==> src/rtl/prog_loader_pkg.sv <==
// Shared constants and state encodings for the serial program loader.
// Loader state values double as the LED debug code, so keep them fixed.
package prog_loader_pkg;

    localparam logic [7:0] SYNC_BYTE = 8'hA5;

    typedef enum logic [2:0] {
        IDLE   = 3'd0,
        SYNC   = 3'd1,
        LEN_HI = 3'd2,
        LEN_LO = 3'd3,
        DATA   = 3'd4,
        CSUM   = 3'd5,
        DONE   = 3'd6,
        ERROR  = 3'd7
    } ld_state_e;

    typedef enum logic [1:0] {
        RX_IDLE  = 2'd0,
        RX_START = 2'd1,
        RX_DATA  = 2'd2,
        RX_STOP  = 2'd3
    } rx_state_e;

endpackage

==> src/rtl/prog_loader_if.sv <==
// Instruction-memory write port driven by the loader.
interface prog_loader_if;

    logic [31:0] mem_addr;
    logic [31:0] mem_data;
    logic        mem_we;

    modport master (output mem_addr, output mem_data, output mem_we);
    modport slave  (input  mem_addr, input  mem_data, input  mem_we);

endinterface

==> src/rtl/prog_loader_uart_rx.sv <==
// 8N1 UART receiver: 2-flop synchronizer, mid-bit sampling, glitch-rejecting start check.
//
// state    | meaning
// RX_IDLE  | waiting for a falling edge on the synchronized line
// RX_START | re-checking the start bit half a bit period later
// RX_DATA  | sampling 8 data bits, LSB first
// RX_STOP  | sampling the stop bit; pulse rx_valid or frame_err
module uart_rx
    import prog_loader_pkg::*;
#(
    parameter int unsigned CLK_HZ = 50_000_000,
    parameter int unsigned BAUD   = 115_200
) (
    input  logic       clock,
    input  logic       reset,
    input  logic       rxd,
    output logic [7:0] rx_byte,
    output logic       rx_valid,
    output logic       frame_err
);

    localparam int unsigned DIV = CLK_HZ / BAUD;
    localparam int CW = (DIV > 2) ? $clog2(DIV) : 1;
    localparam logic [CW-1:0] DIV_M1  = CW'(DIV - 1);
    localparam logic [CW-1:0] HALF_M1 = CW'((DIV / 2) - 1);

    rx_state_e   state_q, state_d;
    logic [CW-1:0] cnt_q, cnt_d;
    logic [2:0]  bit_q, bit_d;
    logic [7:0]  shift_q, shift_d;
    logic        sync1_q, sync1_d;
    logic        sync2_q, sync2_d;
    logic        prev_q, prev_d;
    logic        rx_valid_q, rx_valid_d;
    logic        frame_err_q, frame_err_d;

    always_ff @(posedge clock) begin
        if (reset) begin
            state_q     <= RX_IDLE;
            cnt_q       <= '0;
            bit_q       <= '0;
            shift_q     <= '0;
            sync1_q     <= 1'b1;
            sync2_q     <= 1'b1;
            prev_q      <= 1'b1;
            rx_valid_q  <= 1'b0;
            frame_err_q <= 1'b0;
        end else begin
            state_q     <= state_d;
            cnt_q       <= cnt_d;
            bit_q       <= bit_d;
            shift_q     <= shift_d;
            sync1_q     <= sync1_d;
            sync2_q     <= sync2_d;
            prev_q      <= prev_d;
            rx_valid_q  <= rx_valid_d;
            frame_err_q <= frame_err_d;
        end
    end

    always_comb begin
        state_d     = state_q;
        cnt_d       = cnt_q;
        bit_d       = bit_q;
        shift_d     = shift_q;
        sync1_d     = rxd;
        sync2_d     = sync1_q;
        prev_d      = sync2_q;
        rx_valid_d  = 1'b0;
        frame_err_d = 1'b0;

        case (state_q)
            RX_IDLE: begin
                if (prev_q && !sync2_q) begin
                    state_d = RX_START;
                    cnt_d   = HALF_M1;
                end
            end
            RX_START: begin
                if (cnt_q != '0) begin
                    cnt_d = cnt_q - 1'b1;
                end else if (!sync2_q) begin
                    state_d = RX_DATA;
                    cnt_d   = DIV_M1;
                    bit_d   = '0;
                end else begin
                    state_d = RX_IDLE;
                end
            end
            RX_DATA: begin
                if (cnt_q != '0) begin
                    cnt_d = cnt_q - 1'b1;
                end else begin
                    shift_d = {sync2_q, shift_q[7:1]};
                    cnt_d   = DIV_M1;
                    if (bit_q == 3'd7) state_d = RX_STOP;
                    else               bit_d   = bit_q + 3'd1;
                end
            end
            RX_STOP: begin
                if (cnt_q != '0) begin
                    cnt_d = cnt_q - 1'b1;
                end else begin
                    rx_valid_d  = sync2_q;
                    frame_err_d = !sync2_q;
                    state_d     = RX_IDLE;
                end
            end
            default: state_d = RX_IDLE;
        endcase
    end

    assign rx_byte   = shift_q;
    assign rx_valid  = rx_valid_q;
    assign frame_err = frame_err_q;

endmodule

==> src/rtl/prog_loader.sv <==
// Serial program loader: receives a framed image over UART and writes big-endian words
// into instruction memory, holding the CPU in reset while a load is in flight.
//
// state  | meaning
// IDLE   | after reset; only a sync byte is acted on
// SYNC   | sync seen, waiting for LEN_HI
// LEN_HI | waiting for LEN_LO
// LEN_LO | one-cycle length check
// DATA   | assembling words and strobing writes
// CSUM   | waiting for the checksum byte
// DONE   | frame accepted; sync byte restarts
// ERROR  | frame rejected; sync byte restarts
module prog_loader
    import prog_loader_pkg::*;
#(
    parameter int unsigned CLK_HZ      = 50_000_000,
    parameter int unsigned BAUD        = 115_200,
    parameter logic [31:0] BASE_ADDR   = 32'h0,
    parameter int unsigned MAX_WORDS   = 256,
    parameter int unsigned TIMEOUT_CYC = 5_000_000
) (
    input  logic                 clock,
    input  logic                 reset,
    input  logic                 uart_rxd,
    prog_loader_if.master        mem,
    output logic                 cpu_hold,
    output logic                 load_done,
    output logic                 load_err,
    output logic [15:0]          words_loaded,
    output logic [2:0]           state_dbg
);

    localparam int TW = (TIMEOUT_CYC > 2) ? $clog2(TIMEOUT_CYC) : 1;
    localparam logic [TW-1:0] TMO_RELOAD = TW'(TIMEOUT_CYC - 1);

    logic [7:0] rx_byte;
    logic       rx_valid;
    logic       frame_err;

    uart_rx #(.CLK_HZ(CLK_HZ), .BAUD(BAUD)) u_rx (
        .clock     (clock),
        .reset     (reset),
        .rxd       (uart_rxd),
        .rx_byte   (rx_byte),
        .rx_valid  (rx_valid),
        .frame_err (frame_err)
    );

    ld_state_e   state_q, state_d;
    logic [15:0] len_q, len_d;
    logic [7:0]  csum_q, csum_d;
    logic [23:0] word_q, word_d;
    logic [1:0]  byte_cnt_q, byte_cnt_d;
    logic [31:0] mem_addr_q, mem_addr_d;
    logic [31:0] mem_data_q, mem_data_d;
    logic        mem_we_q, mem_we_d;
    logic        cpu_hold_q, cpu_hold_d;
    logic        load_done_q, load_done_d;
    logic        load_err_q, load_err_d;
    logic [15:0] words_loaded_q, words_loaded_d;
    logic [TW-1:0] tmo_q, tmo_d;
    logic        active;

    always_ff @(posedge clock) begin
        if (reset) begin
            state_q        <= IDLE;
            len_q          <= '0;
            csum_q         <= '0;
            word_q         <= '0;
            byte_cnt_q     <= '0;
            mem_addr_q     <= BASE_ADDR;
            mem_data_q     <= '0;
            mem_we_q       <= 1'b0;
            cpu_hold_q     <= 1'b0;
            load_done_q    <= 1'b0;
            load_err_q     <= 1'b0;
            words_loaded_q <= '0;
            tmo_q          <= TMO_RELOAD;
        end else begin
            state_q        <= state_d;
            len_q          <= len_d;
            csum_q         <= csum_d;
            word_q         <= word_d;
            byte_cnt_q     <= byte_cnt_d;
            mem_addr_q     <= mem_addr_d;
            mem_data_q     <= mem_data_d;
            mem_we_q       <= mem_we_d;
            cpu_hold_q     <= cpu_hold_d;
            load_done_q    <= load_done_d;
            load_err_q     <= load_err_d;
            words_loaded_q <= words_loaded_d;
            tmo_q          <= tmo_d;
        end
    end

    always_comb begin
        state_d        = state_q;
        len_d          = len_q;
        csum_d         = csum_q;
        word_d         = word_q;
        byte_cnt_d     = byte_cnt_q;
        mem_addr_d     = mem_addr_q;
        mem_data_d     = mem_data_q;
        mem_we_d       = 1'b0;
        cpu_hold_d     = cpu_hold_q;
        load_done_d    = load_done_q;
        load_err_d     = load_err_q;
        words_loaded_d = words_loaded_q;
        tmo_d          = tmo_q;

        active = (state_q == SYNC) || (state_q == LEN_HI) || (state_q == LEN_LO) ||
                 (state_q == DATA) || (state_q == CSUM);

        if (rx_valid)                     tmo_d = TMO_RELOAD;
        else if (active && tmo_q != '0)   tmo_d = tmo_q - 1'b1;

        // Bookkeeping for a strobe runs regardless of state so an abort never loses it.
        if (mem_we_q) begin
            words_loaded_d = words_loaded_q + 16'd1;
            mem_addr_d     = mem_addr_q + 32'd4;
        end

        case (state_q)
            IDLE, DONE, ERROR: begin
                if (rx_valid && rx_byte == SYNC_BYTE) begin
                    state_d        = SYNC;
                    cpu_hold_d     = 1'b1;
                    load_done_d    = 1'b0;
                    load_err_d     = 1'b0;
                    words_loaded_d = '0;
                    mem_addr_d     = BASE_ADDR;
                    csum_d         = '0;
                    byte_cnt_d     = '0;
                end
            end
            SYNC: begin
                if (rx_valid) begin
                    len_d   = {rx_byte, 8'h00};
                    state_d = LEN_HI;
                end
            end
            LEN_HI: begin
                if (rx_valid) begin
                    len_d   = {len_q[15:8], rx_byte};
                    state_d = LEN_LO;
                end
            end
            LEN_LO: begin
                if ({16'h0, len_q} > MAX_WORDS) state_d = ERROR;
                else if (len_q == 16'd0)        state_d = CSUM;
                else                            state_d = DATA;
            end
            DATA: begin
                if (rx_valid) begin
                    word_d     = {word_q[15:0], rx_byte};
                    csum_d     = csum_q ^ rx_byte;
                    byte_cnt_d = byte_cnt_q + 2'd1;
                    if (byte_cnt_q == 2'd3) begin
                        mem_data_d = {word_q, rx_byte};
                        mem_we_d   = 1'b1;
                    end
                end
                if (mem_we_q && (words_loaded_q + 16'd1 == len_q)) state_d = CSUM;
            end
            CSUM: begin
                if (rx_valid) state_d = (rx_byte == csum_q) ? DONE : ERROR;
            end
            default: state_d = IDLE;
        endcase

        // rx_valid outranks an expiring timeout in the same cycle.
        if (active && (frame_err || (tmo_q == '0 && !rx_valid))) state_d = ERROR;

        if (state_d == DONE && state_q != DONE) begin
            cpu_hold_d  = 1'b0;
            load_done_d = 1'b1;
        end
        if (state_d == ERROR && state_q != ERROR) begin
            cpu_hold_d = 1'b0;
            load_err_d = 1'b1;
        end
    end

    assign mem.mem_addr  = mem_addr_q;
    assign mem.mem_data  = mem_data_q;
    assign mem.mem_we    = mem_we_q;
    assign cpu_hold      = cpu_hold_q;
    assign load_done     = load_done_q;
    assign load_err      = load_err_q;
    assign words_loaded  = words_loaded_q;
    assign state_dbg     = state_q;

endmodule
==> src/flat_wrapper.sv <==
// flat-port wrapper written by rule: the top's interface ports become plain ports
module prog_loader_flat import prog_loader_pkg::*;
#(
    parameter int unsigned CLK_HZ      = 50_000_000,
    parameter int unsigned BAUD        = 115_200,
    parameter logic [31:0] BASE_ADDR   = 32'h0,
    parameter int unsigned MAX_WORDS   = 256,
    parameter int unsigned TIMEOUT_CYC = 5_000_000
)
  (clock, reset, uart_rxd, cpu_hold, load_done, load_err, words_loaded, state_dbg, mem_mem_addr, mem_mem_data, mem_mem_we);
  prog_loader_if mem_i ();
  input  logic clock;
  input  logic reset;
  input  logic uart_rxd;
  output logic cpu_hold;
  output logic load_done;
  output logic load_err;
  output logic [15:0] words_loaded;
  output logic [2:0] state_dbg;
  output wire logic [$bits(mem_i.mem_addr)-1:0] mem_mem_addr;
  output wire logic [$bits(mem_i.mem_data)-1:0] mem_mem_data;
  output wire logic [$bits(mem_i.mem_we)-1:0] mem_mem_we;
  assign mem_mem_addr = mem_i.mem_addr;
  assign mem_mem_data = mem_i.mem_data;
  assign mem_mem_we = mem_i.mem_we;
  prog_loader #(.CLK_HZ(CLK_HZ), .BAUD(BAUD), .BASE_ADDR(BASE_ADDR), .MAX_WORDS(MAX_WORDS), .TIMEOUT_CYC(TIMEOUT_CYC)) u_core (.clock(clock), .reset(reset), .uart_rxd(uart_rxd), .mem(mem_i), .cpu_hold(cpu_hold), .load_done(load_done), .load_err(load_err), .words_loaded(words_loaded), .state_dbg(state_dbg));
endmodule
==> config.mk <==
export PLATFORM = sky130hd
export DESIGN_NAME = prog_loader_flat
export DESIGN_NICKNAME = d
export VERILOG_FILES = /design/src/rtl/prog_loader_pkg.sv /design/src/rtl/prog_loader_if.sv /design/src/rtl/prog_loader_uart_rx.sv /design/src/rtl/prog_loader.sv /design/src/flat_wrapper.sv
export SDC_FILE = /design/constraint.sdc
export NUM_CORES = 1
export LEC_CHECK = 0
export ABC_CLOCK_PERIOD_IN_PS = 2700
export CORE_UTILIZATION = 25
export CTS_BUF_LIST = sky130_fd_sc_hd__clkbuf_8
export DETAILED_ROUTE_END_ITERATION = 12
export PLACE_DENSITY_LB_ADDON = 0.2
export SLEW_MARGIN = 10
export SYNTH_ARGS = -nofsm -noshare
export SYNTH_HDL_FRONTEND = slang
export SYNTH_SLANG_ARGS = --single-unit
==> constraint.sdc <==
create_clock -name clock -period 2.7 [get_ports clock]
set_input_delay 0.54 -clock clock [delete_from_list [all_inputs] [get_ports clock]]
set_output_delay 0.54 -clock clock [all_outputs]
set_load 0.01 [all_outputs]
==> results.sh, run 1 <==
export IMPL_endpoint_kind="register"
export IMPL_die_h_um=184
export IMPL_power_frac_clock=0.374
export IMPL_period_needed_ns=2.63
export IMPL_powerDensity_mw_per_mm2=490
export IMPL_io_buffers=87
export IMPL_hpwl_um=14800
export IMPL_postCtsHoldBufs=0
export IMPL_ys_top_cells_by_area="dfxtp_1, nand2_1, a21oi_1"
export IMPL_relSlewSlack=0.594
export IMPL_rsz0062_at_grt="yes"
export IMPL_worst_slew_pin_slew_ns=0.603
export IMPL_cts_root_buf="clkbuf_8"
export IMPL_yosysWarnings=0
export IMPL_p_total_mw=5.03
export IMPL_max_cap_violations=0
export IMPL_antenna_found_initial=0
export IMPL_drive_gt1_frac=0.0896
export IMPL_vdd_drop_max_uv=274
export IMPL_fmax_mhz=381
export IMPL_wl_per_cell_um=13.6
export IMPL_core_area_mm2=0.0326
export IMPL_outcome="complete, no violations"
export IMPL_holdWs_ns=0.428
export IMPL_top_level_ports=90
export IMPL_synth_top_area_frac=0.446
export IMPL_postRouteAntennaNets=0
export IMPL_synth_enable_flop_cells=0
export IMPL_p_sw_frac=0.264
export IMPL_p_leak_nw=3.54
export IMPL_period_share=0.973
export IMPL_drc=0
export IMPL_finalHoldViolations=0
export IMPL_clock_path_buffers=2
export IMPL_path_clk_slew_ns=0.11
export IMPL_fin_util=0.315
export IMPL_start_util=0.255
export IMPL_vias=7163
export IMPL_synth_cell_area_mm2=0.00831
export IMPL_hold_path_class="register to register"
export IMPL_grt_pass1_wl_um=35800
export IMPL_finalWeightedCongestion=0.782
export IMPL_setup_viol=0
export IMPL_switchingPower_mw=1.33
export IMPL_p_int_mw=3.70
export IMPL_ys_seq_area_frac=0.446
export IMPL_syn_area_per_cell_um2=8.01
export IMPL_syn_inst=1037
export IMPL_yosys_register_bits=185
export IMPL_drt_iter0_markers=436
export IMPL_synth_ff_type="dfxtp_1"
export IMPL_track_usage=0.131
export IMPL_firstDrtPassIters=5
export IMPL_path_class="register to register"
export IMPL_area_delta_synth_final_pct=23.5
export IMPL_num_fill_cells=3494
export IMPL_finalSetupTns_ns=0
export IMPL_cp_start_kind="register"
export IMPL_num_nets_final=1142
export IMPL_p_seq_frac=0.552
export IMPL_report_final_slew_viol_count=0
export IMPL_grt_pass1_vias=6925
export IMPL_die_x_um=184
export IMPL_worst_skew_pair_late_latency_ns=0.48
export IMPL_grt_max_degree=56
export IMPL_cts_sinks=185
export IMPL_cts_tree="built"
export IMPL_netlist_cell_type_count=67
export IMPL_wl_um=21500
export IMPL_synth_largest_area_cell="dfxtp_1"
export IMPL_numCtsBuffers=17
export IMPL_worstPathRequired_ns=3.10
export IMPL_rows=66
export IMPL_dieArea_mm2=0.0340
export IMPL_async_flop_share=0
export IMPL_cp_max_fo=5
export IMPL_power_frac_comb=0.074
export IMPL_avgViaCountPerCell=4.53
export IMPL_antenna_diode_count=0
export IMPL_htreeDepth=4
export IMPL_skew_ns=0.0179
export IMPL_grt_remaining_overflow=0
export IMPL_crit_arrival_ns=3.02
-- synth_stat cells (all sizes together) (9+ instances only) --
cell type  number
buf             9
nor3           18
or4             9
or2            10
clkbuf         57
nand4          15
o21ai          33
dfxtp         185
nand2         202
xor2           48
ha             13
a21oi         112
nand2b         12
and3           13
nand3          35
xnor2          41
inv            12
nor4           12
nor2          112
-- final timing paths --
kind | cells past startpoint | startpoint | endpoint | slack [ns]
max | 7 | u_core.tmo_q[8]$_SDFFE_PP1P_ | u_core.load_done$_SDFFE_PP0P_ | 0.07
min | 1 | u_core.u_rx.sync1_q$_SDFF_PP1_ | u_core.u_rx.prev_d$_SDFF_PP1_ | 0.43
max reg2reg | 7 | u_core.tmo_q[8]$_SDFFE_PP1P_ | u_core.load_done$_SDFFE_PP0P_ | 0.07
min reg2reg | 1 | u_core.u_rx.sync1_q$_SDFF_PP1_ | u_core.u_rx.prev_d$_SDFF_PP1_ | 0.43
-- kinds of logic (layout without fill, tap and decap cells) --
kind of cell               count (synthesis)  count (layout)  synth area share
and+or+nand+nor                          480             480             0.269
AOI/OAI and AO/OA                        185             185             0.128
DFF                                      185             185             0.446
xor gates and xnor gates                  89              89            0.0938
buffers and inverters                     78             179            0.0367
adders and majority gates                 13              13            0.0196
muxes                                      6               6           0.00753
other                                      1               2          0.000451
-- worst max-delay path: stages (launching register included) --
cell and delay (ns):
dfxtp_2 0.35, or4_4 0.51, or4_4 0.57, nor4b_4 0.31, o21ai_2 0.09, o21a_1 0.16, or4_1 0.49, o22ai_2 0.09
-- flip-flops by register name, indices dropped and copies added (netlist names), 2 cells and up --
register             count
u_core.byte_cnt_q        2
u_core.csum_q            8
u_core.len_q            16
u_core.mem.mem_addr     30
u_core.mem.mem_data     32
u_core.state_dbg         3
u_core.tmo_q            23
u_core.u_rx.bit_q        3
u_core.u_rx.cnt_q        9
u_core.u_rx.rx_byte      8
u_core.u_rx.state_q      2
u_core.word_q           24
u_core.words_loaded     16
-- per-layer routing --
| metal | GRT usage | up-vias | part of all wire |
|---|---|---|---|
| met5 | 0 | - | 0 |
| met4 | 0.0423 | 0 | 0.016 |
| met3 | 0.0281 | 15 | 0.037 |
| met2 | 0.201 | 120 | 0.43 |
| met1 | 0.180 | 3335 | 0.51 |
| li1 | - | 3693 | - |
-- repair_timing --
action	4_1_cts	5_1_grt
resized for setup	0	5
buffers inserted	0	1
endpoints found under the setup margin	0	10
-- through the flow --
| stage | setup slack (ns) | cell area [um^2] | instances |
|---|---|---|---|
| after CTS | 0.0484 | 10200 | 1580 |
| final | 0.0725 | 10300 | 1581 |
| after global placement | 0.142 | 9840 | 1548 |
| after global routing | -0.0211 | 10300 | 1581 |
| after detailed placement | 0.0830 | 9840 | 1548 |
| after floorplan | 0.108 | 8310 | 1038 |
-- power by group through the flow --
| stage | logic, mW | clock network, mW | registers [mW] |
|---|---|---|---|
| final | 0.371 | 1.88 | 2.78 |
| after global routing | 0.421 | 2.06 | 2.78 |
| after CTS | 0.363 | 1.96 | 2.78 |
| after detailed placement | 0.361 | 0 | 2.84 |
| after global placement | 0.361 | 0 | 2.84 |
| after floorplan | 0.264 | 0 | 2.83 |
-- layout by cell type (no fill, tap or decap), types with 5 or more instances in the layout --
master           count
nor2b_1              6
nand3b_1             5
and2_1               5
o21ai_1              6
clkdlybuf4s50_1     86
nor3_1              18
nand3_1             35
and4_1               7
and3_1              13
or4_1                6
a211oi_1             6
nand2b_1            11
inv_1               12
buf_4               48
ha_1                13
xnor2_1             41
nor4_1              12
or3_1                6
xor2_1              48
clkbuf_8            20
nor2_1             112
nand4_1             15
dfxtp_1            184
a21oi_1            111
o21ai_0             26
or2_2                8
nand2_1            202
-- layout make-up --
type,count,area (um^2),area share
Multi-Input combinational cell,775,4330,0.422
Sequential cell,185,3700,0.361
Timing Repair Buffer,135,1240,0.121
Tap cell,442,553,0.0539
Clock buffer,20,275,0.0268
Clock inverter,12,116,0.0113
Inverter,12,45.0,0.00439
(Power assumes the default switching activity.)
==> run 2: changes to the inputs <==
Settings changed: CORE_UTILIZATION 25 to 53.
==> run 2 against run 1 <==
Count of clock-buffer cells in the layout fell by 1. Total power is 0.58% higher. Clock power increased by 3%. Utilization grew 34 points. Routed wire length down 17%. Register-to-register slack gained 0.03 ns. Setup slack improved by 0.028 ns. Die area shrank 52%. Via count is essentially flat. Combinational power is 5% lower. Cell count down 15%. Critical path depth stayed put. Critical endpoint unchanged. Largest cell class unchanged. Largest power group unchanged.
==> results.sh, run 2 (synthesis gave the netlist of run 1 again) <==
export IMPL_grt_pass1_wl_um=30100
export IMPL_hold_start="u_core.u_rx.sync1_q$_SDFF_PP1_"
export IMPL_crit_start="u_core.tmo_q[8]$_SDFFE_PP1P_"
export IMPL_instances_no_fill=1341
export IMPL_endpoint_kind="register"
export IMPL_reg2reg_depth=7
export IMPL_cp_max_fo=6
export IMPL_hold_path_class="register to register"
export IMPL_area_delta_synth_final_pct=19.7
export IMPL_report_final_slew_viol_count=0
export IMPL_worstPathRequired_ns=3.09
export IMPL_top_level_ports=90
export IMPL_die_x_um=127
export IMPL_die_h_um=127
export IMPL_outcome="complete, no violations"
export IMPL_hpwl_um=12300
export IMPL_finalSetupTns_ns=0
export IMPL_cp_start_kind="register"
export IMPL_cts_root_buf="clkbuf_8"
export IMPL_dp_cells=1309
export IMPL_drive_gt1_frac=0.0841
export IMPL_p_leak_nw=3.50
export IMPL_core_area_mm2=0.0153
export IMPL_cts_tree="built"
export IMPL_design_area_mm2=0.00995
export IMPL_r2r_slack_ns=0.10
export IMPL_grt_remaining_overflow=0
export IMPL_antenna_found_initial=0
export IMPL_max_cap_violations=0
export IMPL_final_common_cell="nand2_1"
export IMPL_grt_pass1_vias=6485
export IMPL_powerDensity_mw_per_mm2=508
export IMPL_cts_setup_buffers=0
export IMPL_final_cell_mix="nand2_1, dfxtp_1, nor2_1"
export IMPL_antenna_diode_count=0
export IMPL_io_buffers=87
export IMPL_post_place_ws_ns=0.0655
export IMPL_avgViaCountPerCell=5.34
export IMPL_whs_path_depth=1
export IMPL_rsz0062_at_grt="no"
export IMPL_htreeDepth=4
export IMPL_drc=0
export IMPL_vias=7157
export IMPL_clock_path_buffers=2
export IMPL_largest_reg_flops=32
export IMPL_postCtsHoldBufs=0
export IMPL_worst_slack_ns=0.100
export IMPL_wl_per_cell_um=13.3
export IMPL_relSlewSlack=0.620
export IMPL_worst_slew_pin_slew_ns=0.565
export IMPL_setup_viol=0
export IMPL_period_needed_ns=2.60
export IMPL_grt_max_degree=96
export IMPL_numCtsBuffers=17
export IMPL_num_nets_final=1133
export IMPL_start_util=0.545
export IMPL_finalWeightedCongestion=0.838
export IMPL_cts_sinks=185
export IMPL_critPathSlowestCell="or4_4"
export IMPL_worst_skew_pair_late_latency_ns=0.46
export IMPL_track_usage=0.228
export IMPL_finalHoldViolations=0
export IMPL_rr_startpoint="u_core.tmo_q[8]$_SDFFE_PP1P_"
export IMPL_ctsResizeCount=0
export IMPL_dieArea_mm2=0.0162
export IMPL_drt_iter0_markers=384
export IMPL_path_class="register to register"
export IMPL_period_share=0.963
export IMPL_wl_um=17900
export IMPL_fmax_mhz=385
export IMPL_path_clk_slew_ns=0.09
export IMPL_vdd_drop_max_uv=336
export IMPL_place_area_mm2=0.00951
export IMPL_firstDrtPassIters=6
export IMPL_slowest_delay_ns=0.55
export IMPL_postRouteAntennaNets=0
export IMPL_path_cells="or4_4 -> or4_4 -> nor4b_4 -> o21ai_2 -> o21a_1 -> or4_1 -> o22ai_2"
export IMPL_crit_top_cell="or4_4"
export IMPL_crit_arrival_ns=2.99
export IMPL_skew_ns=0.0113
export IMPL_rows=45
export IMPL_holdWs_ns=0.418
run 2: cell type report:
| type | instances | area (um^2) |
|---|---|---|
| Tap cell | 211 | 264 |
| Clock buffer | 19 | 262 |
| Sequential cell | 185 | 3710 |
| Clock inverter | 13 | 160 |
| Timing Repair Buffer | 126 | 1190 |
| Multi-Input combinational cell | 775 | 4320 |
| Fill cell | 1321 | 5310 |
| Inverter | 12 | 45.0 |
run 2: worst max-delay path, delay by kind of cell (launching register included):
family             cells  cell delay, ns
DFF                    1            0.34
and+or+nand+nor        4            1.87
AOI/OAI and AO/OA      3            0.32
run 2: power by group:
part           internal [mW]  total, mW  switching [mW]  leakage, nW
registers               2.75       2.77          0.0239         1.49
logic                  0.125      0.352           0.227         1.81
clock network          0.900       1.93            1.03        0.205
total                   3.78       5.06            1.28         3.50
run 2: worst paths after layout:
path                                                 endpoint
worst min-delay path            u_core.u_rx.prev_d$_SDFF_PP1_
worst max-delay path            u_core.load_done$_SDFFE_PP0P_
worst max register to register  u_core.load_done$_SDFFE_PP0P_
worst min register to register  u_core.u_rx.prev_d$_SDFF_PP1_
run 2: stage by stage:
stage / power, mW / util
final: 5.06 / 0.652
after global routing: 5.25 / 0.652
after CTS: 5.10 / 0.651
after detailed placement: 3.19 / 0.623
after global placement: 3.18 / 0.623
after floorplan: 3.10 / -
run 2: metal layers:
layer / vias to the layer above / GRT usage / share of wire
li1: 3668 / - / -
met1: 3325 / 0.299 / 0.49
met2: 144 / 0.374 / 0.46
met3: 20 / 0.0385 / 0.034
met4: 0 / 0.0889 / 0.015
met5: - / 0 / 0
